### config.mk
export PLATFORM = sky130hd
export DESIGN_NAME = mem_arbiter
export DESIGN_NICKNAME = d
export VERILOG_FILES = /design/src/rtl/mem_arbiter.sv
export SDC_FILE = /design/constraint.sdc
export NUM_CORES = 1
export LEC_CHECK = 0
export ABC_AREA = 1
export CAP_MARGIN = 20
export CORE_AREA = 2 2 300 302
export DETAILED_ROUTE_END_ITERATION = 8
export DIE_AREA = 0 0 302 304
export PLACE_DENSITY = 0.45
export SYNTH_ARGS = -nofsm -noshare
export SYNTH_HDL_FRONTEND = slang
export SYNTH_SLANG_ARGS = --single-unit
### constraint.sdc
create_clock -name clk -period 2.87 [get_ports clk]
set_input_delay 0.861 -clock clk [delete_from_list [all_inputs] [get_ports clk]]
set_output_delay 0.861 -clock clk [all_outputs]
set_load 0.01 [all_outputs]
### src/rtl/mem_arbiter.sv
// Shares the single main-memory port between icache refills and dcache refills/write-backs.
// Tie-break: fixed dcache priority by default; define MEM_ARB_RR_EN for round-robin.
module mem_arbiter #(
  parameter int unsigned MEM_LAT = 5
) (
  input  logic         clk,
  input  logic         rst,
  input  logic         i_req,
  input  logic [31:0]  i_addr,
  output logic         i_done,
  output logic [127:0] i_rdata,
  input  logic         d_req,
  input  logic         d_wr,
  input  logic [31:0]  d_addr,
  input  logic [127:0] d_wdata,
  output logic         d_done,
  output logic [127:0] d_rdata,
  output logic [31:0]  addr_mem,
  output logic         rd_mem,
  output logic         wr_mem,
  output logic [127:0] data_in_mem,
  input  logic [127:0] data_out_mem,
  output logic         busy,
  output logic         owner,
  output logic [11:0]  i_cnt,
  output logic [11:0]  d_cnt
);

  typedef enum logic [1:0] {IDLE, BUSY, DONE} state_t;

  state_t         state, state_nxt;
  logic [3:0]     cnt;
  logic [27:0]    addr_lat;
  logic           wr_lat;
  logic [127:0]   wdata_lat;
  logic           grant_d;
  logic           start;
  logic           last;
  logic           unused_addr_bits;

  // Block addresses are line aligned; the byte offset is deliberately dropped.
  assign unused_addr_bits = ^{i_addr[3:0], d_addr[3:0]};

  assign start = (state == IDLE) && (i_req || d_req);
  assign last  = (state == BUSY) && (cnt == 4'd0);

  // Winner of the current IDLE cycle; only meaningful when start is high.
`ifdef MEM_ARB_RR_EN
  assign grant_d = d_req && (!i_req || !owner);
`else
  assign grant_d = d_req;
`endif

  always_ff @(posedge clk or negedge rst) begin
    if (!rst) state <= IDLE;
    else      state <= state_nxt;
  end

  // NOTE: every always_comb output gets a default first so no latch is inferred.
  always_comb begin
    state_nxt = state;
    case (state)
      IDLE:    if (i_req || d_req) state_nxt = BUSY;
      BUSY:    if (cnt == 4'd0)    state_nxt = DONE;
      DONE:    state_nxt = IDLE;
      default: state_nxt = IDLE;
    endcase
  end

  always_comb begin
    busy        = (state != IDLE);
    rd_mem      = (state == BUSY) && !wr_lat;
    wr_mem      = (state == BUSY) && wr_lat;
    addr_mem    = (state == BUSY) ? {addr_lat, 4'b0} : 32'd0;
    data_in_mem = (state == BUSY) ? wdata_lat : 128'd0;
    i_done      = (state == DONE) && !owner;
    d_done      = (state == DONE) && owner;
  end

  // NOTE: sequential state uses non-blocking assignments only; the line registers
  // are reset too, since returned data must read as zero before any refill.
  always_ff @(posedge clk or negedge rst) begin
    if (!rst) begin
      cnt       <= 4'd0;
      owner     <= 1'b0;
      addr_lat  <= 28'd0;
      wr_lat    <= 1'b0;
      wdata_lat <= 128'd0;
      i_rdata   <= 128'd0;
      d_rdata   <= 128'd0;
      i_cnt     <= 12'd0;
      d_cnt     <= 12'd0;
    end else begin
      if (start) begin
        owner     <= grant_d;
        cnt       <= 4'(MEM_LAT - 1);
        addr_lat  <= grant_d ? d_addr[31:4] : i_addr[31:4];
        wr_lat    <= grant_d && d_wr;
        wdata_lat <= grant_d ? d_wdata : 128'd0;
      end else if (state == BUSY && cnt != 4'd0) begin
        cnt <= cnt - 4'd1;
      end

      // Completion: capture read data and bump the owner's saturating count.
      if (last) begin
        if (owner) begin
          if (!wr_lat)          d_rdata <= data_out_mem;
          if (d_cnt != 12'hFFF) d_cnt   <= d_cnt + 12'd1;
        end else begin
          if (!wr_lat)          i_rdata <= data_out_mem;
          if (i_cnt != 12'hFFF) i_cnt   <= i_cnt + 12'd1;
        end
      end
    end
  end

endmodule

**Word-level counts from Yosys, hierarchy flattened**

Cells that the tools add are included.

- Register bits after elaboration: 444
- Input port bits: 325
- Output and inout bits: 446
- Word-level logic and storage cells: 51

- $add $sub $neg: 3
- Eq/ne operators: 6
- Mux-type cells: 9
- Bitwise operators: 2
- Reduce and logical (&&, ||, !) cells: 21

Operator list:

| operator | count |
|---|---|
| 2-to-1 mux 128 bit | 2 |
| 2-to-1 mux 32 bit | 1 |
| 2-to-1 mux 28 bit | 1 |
| adder 12 x 1 -> 12 bit, second input constant | 2 |
| != test 12 bit, second input constant | 2 |
| AND reduction 3 bit | 4 |
| logical AND 1 bit | 8 |
| 2-to-1 mux 4 bit | 2 |
| zero test 4 bit | 1 |
| 2-to-1 mux 2 bit | 2 |
| case mux 2 bit (2 select lines) | 1 |
| nonzero test 2 bit | 2 |
| nonzero test 4 bit | 1 |
| subtractor 4 x 1 -> 4 bit, second input constant | 1 |
| == test 2 x 1 -> 1 bit, second input constant | 1 |
| == test 2 bit, second input constant | 1 |
| zero test 1 bit | 2 |
| zero test 2 bit | 1 |
| != test 2 x 1 -> 1 bit, second input constant | 1 |
| != test 2 bit, second input constant | 1 |
| inverter 1 bit | 2 |
| AND reduction 2 bit | 1 |
| logical OR 1 bit | 1 |

**Longest topological paths before layout**

- Depth after elaboration: 4
- Depth in mapped cells: 10
- Depth with buffers taken out: 9

**Worst setup path after synthesis**

OpenSTA, ideal clock, no wires.

- Path kind: reg2out
- From: reg state[0]
- To: out data_in_mem[107]
- Data arrival time: 1202 ps
- Data required time: 2009 ps
- Path slack: 807 ps
- Cell stages (with the launch flop): 5
- Buffers on the path: 2
- Path through: dfrtp_1 -> nand2_2 -> clkbuf_1 -> buf_1 -> nor2_1

- Cells in the longest elaborated chain, start to end: 2

RTL lines:

| what | line | source |
|---|---|---|
| start, declared | 31 | `state_t state, state_nxt;` |
| start signal, assigned | 56 | `else state <= state_nxt;` |
| == test 2 x 1 -> 1 bit | 75 | `data_in_mem = (state == BUSY) ? wdata_lat : 128'd0;` |
| 2-to-1 mux 128 bit | 75 |  |
| end, declared | 21 | `output logic [127:0] data_in_mem,` |

Every way passes these cells.

**Final worst setup path**

- From: reg state[1]
- To: out data_in_mem[104]

The elaborated chain is that of the path after synthesis.

==> results.toml <==
[setup_path]
critPathLaunch = "state[1]"
r2r-start = "state[1]"
arrival_ps = 1960
cp-end-kind = "output port"
path_class = "reg -> out"
crit_fanout = 7
cp.required_ps = 2010
critPathLaunchType = "register"
r2r_slack_ps = 240

[cts]
cts_max_path_buffers = 3
numCtsBuffers = 55
htree_num_levels = 2
numClockSinks = 444
hold_buffers = 0
tritoncts = "yes"
clk_pin_slew_worst_paths_ps = 60
clock_latency_ps = 620
cts-root-buf = "clkbuf_16"

[logic_synthesis]
yosysSeqAreaShare = 0.580
synth_warnings = 0
synth.largest_area_cell = "dfrtp_1"
ys_ff_latch = 444
synth.top_cell.area_share = 0.580
ys_types = 27
synth_area_sq_mm = 0.0192
avgSynthCellArea_sq_um = 8.37
synth_cells = 2289
synthTopCellsByArea = "dfrtp_1, nand2_1, o21ai_0"

[worst_hold_path]
hold_class = "in -> async"

[floorplan]
die_width_um = 302
design.core.area_sq_mm = 0.0890
ioPinCount = 771
start_util = 0.215
fp.dieArea_sq_mm = 0.0918
rows = 110
die_h_um = 304

[place]
gp_congestion = 0.805
place_inst = 4128
io_buffers = 758
place_hpwl_mm = 56.8
pre_cts_slack_ps = 98.0

[run_status]
status = "finished clean"

[routing]
first_pass_iters = 5
ant_nets = 0
drt-total-wl_mm = 83.9
drc_errors = 0
drt_iter0_markers = 953
dr_total_vias = 18107
viasPerCell = 4.24
wl_per_cell_um = 19.6

[cells_and_area]
instances_no_fill = 4269
area_growth_pct = 57.2
layout-drive-gt1-share = 0.117
layout_common_cells = "nand2_1, clkdlybuf4s50_1, dfrtp_1"
fin_nets = 3371
finish.utilization = 0.338
final_common_cell = "nand2_1"

[timing]
setup-violations-final = 0
hold_viol_final = 0
maxSlewHeadroom = 0.327
slew_viol_final = 0
period_share = 0.984
skew_ps = 19.8
worst_pin_slew_ps = 1010
layout_setup_ws_ps = 46.6
fmax_mhz = 354
rsz0062_at_grt = "yes"
period_needed_ps = 2820

[pwr]
switching_share = 0.383
p_leak_uw = 0.0135
ir_drop_mv = 0.652
powerDensity_mw_per_mm2 = 1110
internal_power_uw = 20600
switchingPower_uw = 12800
combPwrFrac = 0.470
p_seq_frac = 0.312
clkPwrFrac = 0.218

[grt]
antenna_found_initial = 10
grt_pass1_wl_mm = 123
grtUsageTotal = 0.176
grt-ovfl-total = 0
grt_max_degree = 131
first_global_vias = 18520

[job]
max_cap_violations = 0
Yosys cell counts, drive strengths merged:
cell / count
nand4: 5
dfrtp: 444
nand2: 666
buf: 50
o22ai: 1
inv: 209
xor2: 7
nor2: 184
nand3b: 5
conb: 1
xnor2: 2
o211ai: 28
ha: 3
nand3: 146
nor3: 3
o21ai: 420
clkbuf: 115
through the flow:
| step | TNS [ps] | total power [uW] | area (sq um) | hold slack, ps |
|---|---|---|---|---|
| 4_1_cts | -1860 | 33800 | 30300 | 110 |
| 3_5_place_dp | 0 | 26000 | 28200 | 468 |
| 5_1_grt | -369 | 35800 | 30100 | 135 |
| 6_report | 0 | 33500 | 30100 | 137 |
| 2_1_floorplan | 0 | 16600 | 19200 | 471 |
| 3_3_place_gp | 0 | 25900 | 28200 | 462 |
registers in the layout, indices dropped and copies added (netlist names):
signal and flops:
d_cnt 12, cnt 4, wdata_lat 128, state 2, i_cnt 12, wr_lat 1
owner 1, d_rdata 128, addr_lat 28, i_rdata 128
routing by layer:
layer | global-route usage | vias to the layer above | routed length (um) | share of wire
met5 | 0 | - | 82 | 0.00098
met4 | 0.0457 | 12 | 1920 | 0.023
met3 | 0.0570 | 111 | 7030 | 0.084
met2 | 0.292 | 602 | 39700 | 0.47
met1 | 0.219 | 8606 | 35200 | 0.42
li1 | - | 8776 | - | -
cell families after synthesis:
| family | Yosys count | synth area share |
|---|---|---|
| simple gates | 1009 | 0.210 |
| compound gates | 449 | 0.121 |
| buf+inv | 374 | 0.0829 |
| xor+xnor | 9 | 0.00411 |
| other cells | 1 | 0.000196 |
| flops | 444 | 0.580 |
| fa+ha+maj | 3 | 0.00196 |
layout make-up:
type / instances / area, sq um
Antenna cell: 5 / 12.5
Clock buffer: 81 / 1620
Clock inverter: 21 / 274
Fill cell: 9414 / 58900
Inverter: 209 / 790
Multi-Input combinational cell: 1476 / 6590
Sequential cell: 444 / 11100
Tap cell: 1176 / 1470
Timing Repair Buffer: 857 / 8250
critical path, stage by stage, from the launching register on:
cell and delay (ps):
dfrtp_1 420, inv_4 110, buf_12 120, nand2_8 110, buf_12 170, clkbuf_16 170, nor2_1 90, buf_2 130
timing repair:
| item | in CTS | in global routing |
|---|---|---|
| resized for setup | 333 | 220 |
| pin swaps | 1 | 3 |
| hold endpoints to repair | 0 | 0 |
| endpoints found under the setup margin | 160 | 106 |
| setup buffers | 14 | 7 |
| cloned | 8 | 5 |
power groups by stage:
stage               Sequential [uW]  Clock (uW)  Combinational, uW
floorplan                     11300           0               5370
global placement              10500           0              15400
detailed placement            10600           0              15400
CTS                           10500        7550              15800
global route                  10800        7800              17200
finish                        10500        7280              15700
path summary, 6_finish.rpt:
check | to | cells past startpoint
max | data_in_mem[104] | 7
min | d_rdata[108] | 1
max reg2reg | i_rdata[50] | 11
min reg2reg | d_rdata[115] | 2
max in group asynchronous | wdata_lat[112] | 2
min in group clk | d_rdata[115] | 2
Power figures use the tool's default switching activity.
